==> src/rtl/keypad_pin_entry.sv <==
// Keypad front end for the lock: column scan, debounce, PIN assembly and the
// lock state machine feeding the 7-segment display block.
module keypad_pin_entry #(
    parameter logic [15:0] CODE           = 16'h1234,
    parameter int          DEBOUNCE_SCANS = 3,
    parameter int          MAX_FAILS      = 3,
    parameter int          LOCKOUT_TICKS  = 1500
) (
    input  logic       clk_500Hz,
    input  logic       rst_n,
    input  logic [3:0] row,
    output logic [3:0] col,
    output logic [3:0] pin0,
    output logic [3:0] pin1,
    output logic [3:0] pin2,
    output logic [3:0] pin3,
    output logic       status,
    output logic       lockout
);

    localparam int CW = $clog2(DEBOUNCE_SCANS + 1);
    localparam int FW = $clog2(MAX_FAILS + 1);
    localparam int TW = (LOCKOUT_TICKS > 1) ? $clog2(LOCKOUT_TICKS) : 1;

    localparam logic [CW-1:0] DB_MAX     = CW'(DEBOUNCE_SCANS);
    localparam logic [FW-1:0] FAIL_MAX   = FW'(MAX_FAILS);
    localparam logic [FW-1:0] FAIL_LAST  = FW'(MAX_FAILS - 1);
    localparam logic [TW-1:0] TICK_LAST  = TW'(LOCKOUT_TICKS - 1);
    localparam logic [15:0]   SLOTS_NONE = 16'hFFFF;

    localparam logic [1:0] DB_SCAN    = 2'd0;
    localparam logic [1:0] DB_PRESS   = 2'd1;
    localparam logic [1:0] DB_RELEASE = 2'd2;

    localparam logic [2:0] ST_LOCKED  = 3'd0;
    localparam logic [2:0] ST_CHECK   = 3'd1;
    localparam logic [2:0] ST_OPEN    = 3'd2;
    localparam logic [2:0] ST_SETCODE = 3'd3;
    localparam logic [2:0] ST_LOCKOUT = 3'd4;

    localparam logic [3:0] K_A    = 4'hA;
    localparam logic [3:0] K_STAR = 4'hE;
    localparam logic [3:0] K_HASH = 4'hF;

    // Key codes: digits are their value, A-D as hex, '*' = E, '#' = F.
    function automatic logic [3:0] key_of(input logic [1:0] r, input logic [1:0] c);
        logic [3:0] k;
        case ({r, c})
            4'b0000: k = 4'h1;
            4'b0001: k = 4'h2;
            4'b0010: k = 4'h3;
            4'b0011: k = 4'hA;
            4'b0100: k = 4'h4;
            4'b0101: k = 4'h5;
            4'b0110: k = 4'h6;
            4'b0111: k = 4'hB;
            4'b1000: k = 4'h7;
            4'b1001: k = 4'h8;
            4'b1010: k = 4'h9;
            4'b1011: k = 4'hC;
            4'b1100: k = K_STAR;
            4'b1101: k = 4'h0;
            4'b1110: k = K_HASH;
            default: k = 4'hD;
        endcase
        return k;
    endfunction

    // ---------------- scanner / debounce ----------------
    logic [1:0]    col_idx_q, col_idx_d;
    logic [3:0]    col_q, col_d;
    logic          phase_q, phase_d;
    logic [1:0]    db_mode_q, db_mode_d;
    logic [CW-1:0] db_cnt_q, db_cnt_d;
    logic [1:0]    key_row_q, key_row_d;
    logic          evt_q, evt_d;
    logic [3:0]    evt_key_q, evt_key_d;

    logic          one_low;
    logic [1:0]    row_idx;

    always_comb begin
        one_low = 1'b1;
        row_idx = 2'd0;
        case (row)
            4'b1110: row_idx = 2'd0;
            4'b1101: row_idx = 2'd1;
            4'b1011: row_idx = 2'd2;
            4'b0111: row_idx = 2'd3;
            default: one_low = 1'b0;
        endcase
    end

    // Row is sampled on the second clock of each column; that cadence is
    // kept while frozen on a column so debounce counts real scan samples.
    always_comb begin
        col_idx_d = col_idx_q;
        phase_d   = ~phase_q;
        db_mode_d = db_mode_q;
        db_cnt_d  = db_cnt_q;
        key_row_d = key_row_q;
        evt_d     = 1'b0;
        evt_key_d = evt_key_q;
        if (phase_q) begin
            case (db_mode_q)
                DB_SCAN: begin
                    if (one_low) begin
                        key_row_d = row_idx;
                        if (DEBOUNCE_SCANS <= 1) begin
                            evt_d     = 1'b1;
                            evt_key_d = key_of(row_idx, col_idx_q);
                            db_mode_d = DB_RELEASE;
                            db_cnt_d  = '0;
                        end else begin
                            db_mode_d = DB_PRESS;
                            db_cnt_d  = CW'(1);
                        end
                    end else begin
                        col_idx_d = col_idx_q + 2'd1;
                    end
                end
                DB_PRESS: begin
                    if (!one_low) begin
                        db_mode_d = DB_SCAN;
                        db_cnt_d  = '0;
                        col_idx_d = col_idx_q + 2'd1;
                    end else if (row_idx != key_row_q) begin
                        key_row_d = row_idx;
                        db_cnt_d  = '0;
                    end else if (db_cnt_q + CW'(1) == DB_MAX) begin
                        evt_d     = 1'b1;
                        evt_key_d = key_of(row_idx, col_idx_q);
                        db_mode_d = DB_RELEASE;
                        db_cnt_d  = '0;
                    end else begin
                        db_cnt_d = db_cnt_q + CW'(1);
                    end
                end
                default: begin
                    if (row != 4'hF) begin
                        db_cnt_d = '0;
                    end else if (db_cnt_q + CW'(1) == DB_MAX) begin
                        db_mode_d = DB_SCAN;
                        db_cnt_d  = '0;
                        col_idx_d = col_idx_q + 2'd1;
                    end else begin
                        db_cnt_d = db_cnt_q + CW'(1);
                    end
                end
            endcase
        end
        col_d = ~(4'b0001 << col_idx_d);
    end

    always_ff @(posedge clk_500Hz or negedge rst_n) begin
        if (!rst_n) begin
            col_idx_q <= 2'd0;
            col_q     <= 4'b1110;
            phase_q   <= 1'b0;
            db_mode_q <= DB_SCAN;
            db_cnt_q  <= '0;
            key_row_q <= 2'd0;
            evt_q     <= 1'b0;
            evt_key_q <= 4'h0;
        end else begin
            col_idx_q <= col_idx_d;
            col_q     <= col_d;
            phase_q   <= phase_d;
            db_mode_q <= db_mode_d;
            db_cnt_q  <= db_cnt_d;
            key_row_q <= key_row_d;
            evt_q     <= evt_d;
            evt_key_q <= evt_key_d;
        end
    end

    // ---------------- lock state machine ----------------
    logic [2:0]      state_q, state_d;
    logic [3:0][3:0] pin_q, pin_d;     // pin_q[0] is the first digit
    logic [15:0]     code_q, code_d;
    logic [FW-1:0]   fails_q, fails_d;
    logic [TW-1:0]   tick_q, tick_d;

    logic [1:0]      slot_idx;
    logic            is_digit;

    always_comb begin
        slot_idx = 2'd3;
        for (int i = 3; i >= 0; i--) begin
            if (pin_q[i] == 4'hF) slot_idx = 2'(i);
        end
    end

    assign is_digit = (evt_key_q <= 4'd9);

    always_comb begin
        state_d = state_q;
        pin_d   = pin_q;
        code_d  = code_q;
        fails_d = fails_q;
        tick_d  = tick_q;
        case (state_q)
            ST_LOCKED: begin
                if (evt_q) begin
                    if (is_digit) begin
                        pin_d[slot_idx] = evt_key_q;
                        if (slot_idx == 2'd3) state_d = ST_CHECK;
                    end else if (evt_key_q == K_STAR) begin
                        pin_d = SLOTS_NONE;
                    end
                end
            end
            ST_CHECK: begin
                pin_d = SLOTS_NONE;
                if ({pin_q[0], pin_q[1], pin_q[2], pin_q[3]} == code_q) begin
                    state_d = ST_OPEN;
                    fails_d = '0;
                end else if (fails_q >= FAIL_LAST) begin
                    state_d = ST_LOCKOUT;
                    fails_d = FAIL_MAX;
                    tick_d  = '0;
                end else begin
                    state_d = ST_LOCKED;
                    fails_d = fails_q + FW'(1);
                end
            end
            ST_OPEN: begin
                pin_d = SLOTS_NONE;
                if (evt_q) begin
                    if (evt_key_q == K_HASH)   state_d = ST_LOCKED;
                    else if (evt_key_q == K_A) state_d = ST_SETCODE;
                end
            end
            ST_SETCODE: begin
                if (evt_q) begin
                    if (is_digit) begin
                        if (slot_idx == 2'd3) begin
                            code_d  = {pin_q[0], pin_q[1], pin_q[2], evt_key_q};
                            pin_d   = SLOTS_NONE;
                            state_d = ST_OPEN;
                        end else begin
                            pin_d[slot_idx] = evt_key_q;
                        end
                    end else if (evt_key_q == K_STAR) begin
                        pin_d   = SLOTS_NONE;
                        state_d = ST_OPEN;
                    end else if (evt_key_q == K_HASH) begin
                        pin_d   = SLOTS_NONE;
                        state_d = ST_LOCKED;
                    end
                end
            end
            ST_LOCKOUT: begin
                if (tick_q == TICK_LAST) begin
                    state_d = ST_LOCKED;
                    fails_d = '0;
                    tick_d  = '0;
                end else begin
                    tick_d = tick_q + TW'(1);
                end
            end
            default: begin
                state_d = ST_LOCKED;
                pin_d   = SLOTS_NONE;
            end
        endcase
    end

    always_ff @(posedge clk_500Hz or negedge rst_n) begin
        if (!rst_n) begin
            state_q <= ST_LOCKED;
            pin_q   <= SLOTS_NONE;
            code_q  <= CODE;
            fails_q <= '0;
            tick_q  <= '0;
        end else begin
            state_q <= state_d;
            pin_q   <= pin_d;
            code_q  <= code_d;
            fails_q <= fails_d;
            tick_q  <= tick_d;
        end
    end

    assign col     = col_q;
    assign pin0    = pin_q[0];
    assign pin1    = pin_q[1];
    assign pin2    = pin_q[2];
    assign pin3    = pin_q[3];
    assign status  = (state_q == ST_OPEN) || (state_q == ST_SETCODE);
    assign lockout = (state_q == ST_LOCKOUT);

endmodule
==> config.mk <==
export PLATFORM = sky130hd
export DESIGN_NAME = keypad_pin_entry
export DESIGN_NICKNAME = d
export VERILOG_FILES = /design/src/rtl/keypad_pin_entry.sv
export SDC_FILE = /design/constraint.sdc
export NUM_CORES = 1
export LEC_CHECK = 0
export ABC_AREA = 0
export CORE_MARGIN = 2
export CORE_UTILIZATION = 41
export DETAILED_ROUTE_END_ITERATION = 6
export SLEW_MARGIN = 10
export SYNTH_ARGS = -nofsm -noshare
export SYNTH_HDL_FRONTEND = slang
export SYNTH_SLANG_ARGS = --single-unit
==> constraint.sdc <==
create_clock -name clk_500Hz -period 2.7 [get_ports clk_500Hz]
set_input_delay 0.54 -clock clk_500Hz [delete_from_list [all_inputs] [get_ports clk_500Hz]]
set_output_delay 0.54 -clock clk_500Hz [all_outputs]
set_load 0.1 [all_outputs]
==> key figures <==
Final layout
  – Net count reported at finish: 412
  – Fraction of layout instances using a drive strength above 1: 26.8%
  – Final design instance area without fill: between 4000 and 5000 um2
  – Commonest cells after routing, fill and taps aside: sky130_fd_sc_hd__dfrtp_1 (42), sky130_fd_sc_hd__nand2_1 (38), sky130_fd_sc_hd__o21ai_0 (32)
  – Area growth syn-to-layout: 15.0%
  – Most common cell after layout, fill and taps aside: sky130_fd_sc_hd__dfrtp_1
  – Inserted Diodes: 0

Routing
  – Number of routed nets with antenna violations: 0
  – Routed wirelength normalized by instance count: 15.3 um
  – Detailed-route via count: around 2900
  – Drt via density: 5.58
  – Final wirelength: 7880 um
  – Pre-Repair DR Iteration Count: 4
  – Remaining routing DRC violations: 0
  – Iter 0 DRT Violations: 136

Timing
  – Skew final: between 9 and 10 ps
  – Final Hold Fails: 0
  – Final setup violation count: 0
  – Time the final worst path needs with I/O delays and setup: 2360 ps
  – Worst Tran Pin Value: 516 ps
  – Final-report max-slew violation count: 0
  – Setup repair after global routing missed its margin: false
  – Tcrit/Tclk final: between 80% and 90%
  – Worst slew margin relative to its limit: 65.3%
  – Achievable clock frequency: 424 MHz

Global routing
  – Overflow left after global routing: 0
  – Total routing resource utilization after global routing: 16.7%
  – Wire length of the first global-routing pass: 13300 um
  – Antenna violations before repair: 0
  – Pin count of the biggest net entering global routing: 27
  – Number of global-route vias before repair: 2677

Floorplan
  – Number of cell rows: 34
  – Effective utilization at floorplan: 42.4%
  – Overall die width: 99.0 um
  – Number of ports placed on the die boundary: 28
  – Chip Height: 99.0 um
  – Area of the die: 9800 um2
  – Floorplan Core Area: between 8000 and 9000 um2

Critical path
  – Endpoint arrival time on the critical path: 2590 ps
  – Slowest stage delay, CP: 570 ps
  – Kind of launch point of the worst setup path: input pin
  – Sum of buffers and inverters on the critical path: 1
  – Category of the most critical setup path: input pin to register
  – Slowest stage cell on the critical path: sky130_fd_sc_hd__clkdlybuf4s50_1
  – Chain of cells forming the critical path: clkdlybuf4s50_1 -> xor2_2 -> a2111oi_4 -> o31ai_4 -> nor3_4 -> mux2_2
  – CP required: 2940 ps
  – Crit path max fanout: 9
  – Kind of capture point of the worst setup path: register
  – Gate family responsible for the most delay along the worst path: buffers and inverters

Clocking
  – Later-pin clock latency in the skew report: between 300 and 400 ps
  – Clock-pin slew on the worst setup and hold paths: 80 ps
  – Hold-fix buffers at CTS: 0
  – Number of buffers created by CTS: 9
  – CTS max path bufs: 2
  – CTS H-Tree Depth: 3
  – TritonCTS clock tree: built
  – Clock sink count: 66
  – Root buffer selected by CTS: sky130_fd_sc_hd__clkbuf_8
  – Buffers inserted during post-CTS setup optimization: 0
  – Resized cells post-CTS: 0

Flow run
  – MaxCap Viol Count: 0

Place
  – Area post-placement: 4050 um2
  – Routability cong.: 0.792
  – Count of port buffers added during placement: 27
  – Post-detailed-placement half-perimeter wirelength: between 5000 and 6000 um

Yosys
  – Predominant post-synthesis flop cell: sky130_fd_sc_hd__dfrtp_1
  – Flip-flop and latch count after synthesis: 66
  – Post-Syn Nets: 383
  – Number of enable flip-flop cells after synthesis: 0
  – Cell count after synthesis: approximately 370
  – Async S/R FF share, synth: between 90% and 100%
  – Cell area after synthesis: 3700 um2
  – Average cell area after synthesis: 9.94 um2
  – Synth Warn #: 0
  – Synth unique cells: 57
  – Part of the Yosys area used for sequential elements: 45.5%

Pwr
  – Pwr per Cell Area: 1110 nW/um2
  – Max VDD drop: 0.737 mV
  – P_leak: 1.90 nW
  – Overall power after layout: 4.71 mW

Status
  – Result of the run: completed

Hold path
  – Type of the worst min-delay path: input pin to async pin
[power by group]
part,internal [mW],total (mW),leakage [nW],switching (mW)
registers,1.27,1.53,0.807,0.262
clock network,0.432,0.841,0.0998,0.409
logic,0.663,2.34,0.991,1.68
[state kept, by name, summed over array words and instances (netlist names)]
signal / flops
state_q: 3
pin3: 4
pin2: 4
phase_q: 1
evt_key_q: 4
db_cnt_q: 2
col_idx_q: 2
pin1: 4
pin0: 4
fails_q: 2
tick_q: 11
evt_q: 1
col: 4
key_row_q: 2
db_mode_q: 2
code_q: 16
[cell families (layout without fill, tap and decap cells)]
| family | after synthesis | in the layout | share of synthesized area [%] |
|---|---|---|---|
| XOR/XNOR | 20 | 20 | 4.94 |
| multiplexers | 22 | 22 | 7.58 |
| AO/OA/AOI/OAI | 95 | 95 | 17.2 |
| buffers and inverters | 29 | 63 | 3.45 |
| flip-flops | 66 | 66 | 45.5 |
| AND/OR/NAND/NOR | 135 | 135 | 19.7 |
| adder cells (fa/ha/maj) | 5 | 5 | 1.69 |
[per-layer routing]
layer / wire (um) / global-route usage, % / vias up
met1: 3820 / 23.1 / 1401
li1: - / - / 1404
met3: 339 / 4.04 / 5
met5: 0 / 0 / -
met4: 66 / 4.85 / 0
met2: 3650 / 26.2 / 57
[synthesized netlist by cell type, types with 3 or more instances]
| cell type | count | area (um2) |
|---|---|---|
| sky130_fd_sc_hd__a22o_1 | 4 | 35.0 |
| sky130_fd_sc_hd__nand2_1 | 38 | 143 |
| sky130_fd_sc_hd__nor3_1 | 6 | 30.0 |
| sky130_fd_sc_hd__or2_2 | 3 | 18.8 |
| sky130_fd_sc_hd__o31ai_1 | 10 | 75.1 |
| sky130_fd_sc_hd__nand3_1 | 13 | 65.1 |
| sky130_fd_sc_hd__mux2_4 | 9 | 135 |
| sky130_fd_sc_hd__a21oi_1 | 19 | 95.1 |
| sky130_fd_sc_hd__dfstp_2 | 24 | 631 |
| sky130_fd_sc_hd__and4_1 | 3 | 26.3 |
| sky130_fd_sc_hd__mux2_2 | 12 | 135 |
| sky130_fd_sc_hd__and3_1 | 7 | 43.8 |
| sky130_fd_sc_hd__nor2_1 | 25 | 93.8 |
| sky130_fd_sc_hd__inv_1 | 11 | 41.3 |
| sky130_fd_sc_hd__nor4_1 | 4 | 25.0 |
| sky130_fd_sc_hd__o21ai_0 | 32 | 160 |
| sky130_fd_sc_hd__clkbuf_1 | 10 | 37.5 |
| sky130_fd_sc_hd__a21o_1 | 4 | 30.0 |
| sky130_fd_sc_hd__nand4_1 | 6 | 37.5 |
| sky130_fd_sc_hd__buf_2 | 6 | 30.0 |
| sky130_fd_sc_hd__xor2_1 | 17 | 149 |
| sky130_fd_sc_hd__nand2b_1 | 4 | 25.0 |
| sky130_fd_sc_hd__dfrtp_1 | 42 | 1050 |
| sky130_fd_sc_hd__nor2b_1 | 7 | 43.8 |
| sky130_fd_sc_hd__a31oi_1 | 9 | 56.3 |
| sky130_fd_sc_hd__ha_1 | 5 | 62.6 |
| sky130_fd_sc_hd__and2_1 | 3 | 18.8 |
[worst paths after layout]
check                      slack (ps)            to  depth (start not counted)  startpoint
setup reg to reg                  530       pin3[1]                          6     pin2[3]
min in group clk_500Hz            500    tick_q[10]                          1  tick_q[10]
setup / recovery                  340  evt_key_q[1]                          6      row[2]
hold reg to reg                   500    tick_q[10]                          1  tick_q[10]
max in group asynchronous        1870       pin0[1]                          2       rst_n
hold / removal                    100     tick_q[2]                          1       rst_n
[final cells by class]
class                   instances  area, um2
flip-flops and latches         66       1680
well taps                     108        135
inverters                      11       41.3
clock buffers                   9        124
fillers                       825       4470
multi-input cells             277       1890
repair buffers                 36        303
clock inverters                 7       77.6
[metrics by stage]
stage	hold slack, ps	util, %	TNS, ps	std cells	setup WS [ps]
finish	99.8	48.8	0	514	344
CTS	105	48.8	0	514	353
global route	120	48.8	0	514	224
global placement	477	46.5	0	498	33.2
floorplan	244	-	0	372	497
detailed placement	488	46.5	-99.3	498	-32.6
No activity file was read; power rests on OpenSTA's default activity.
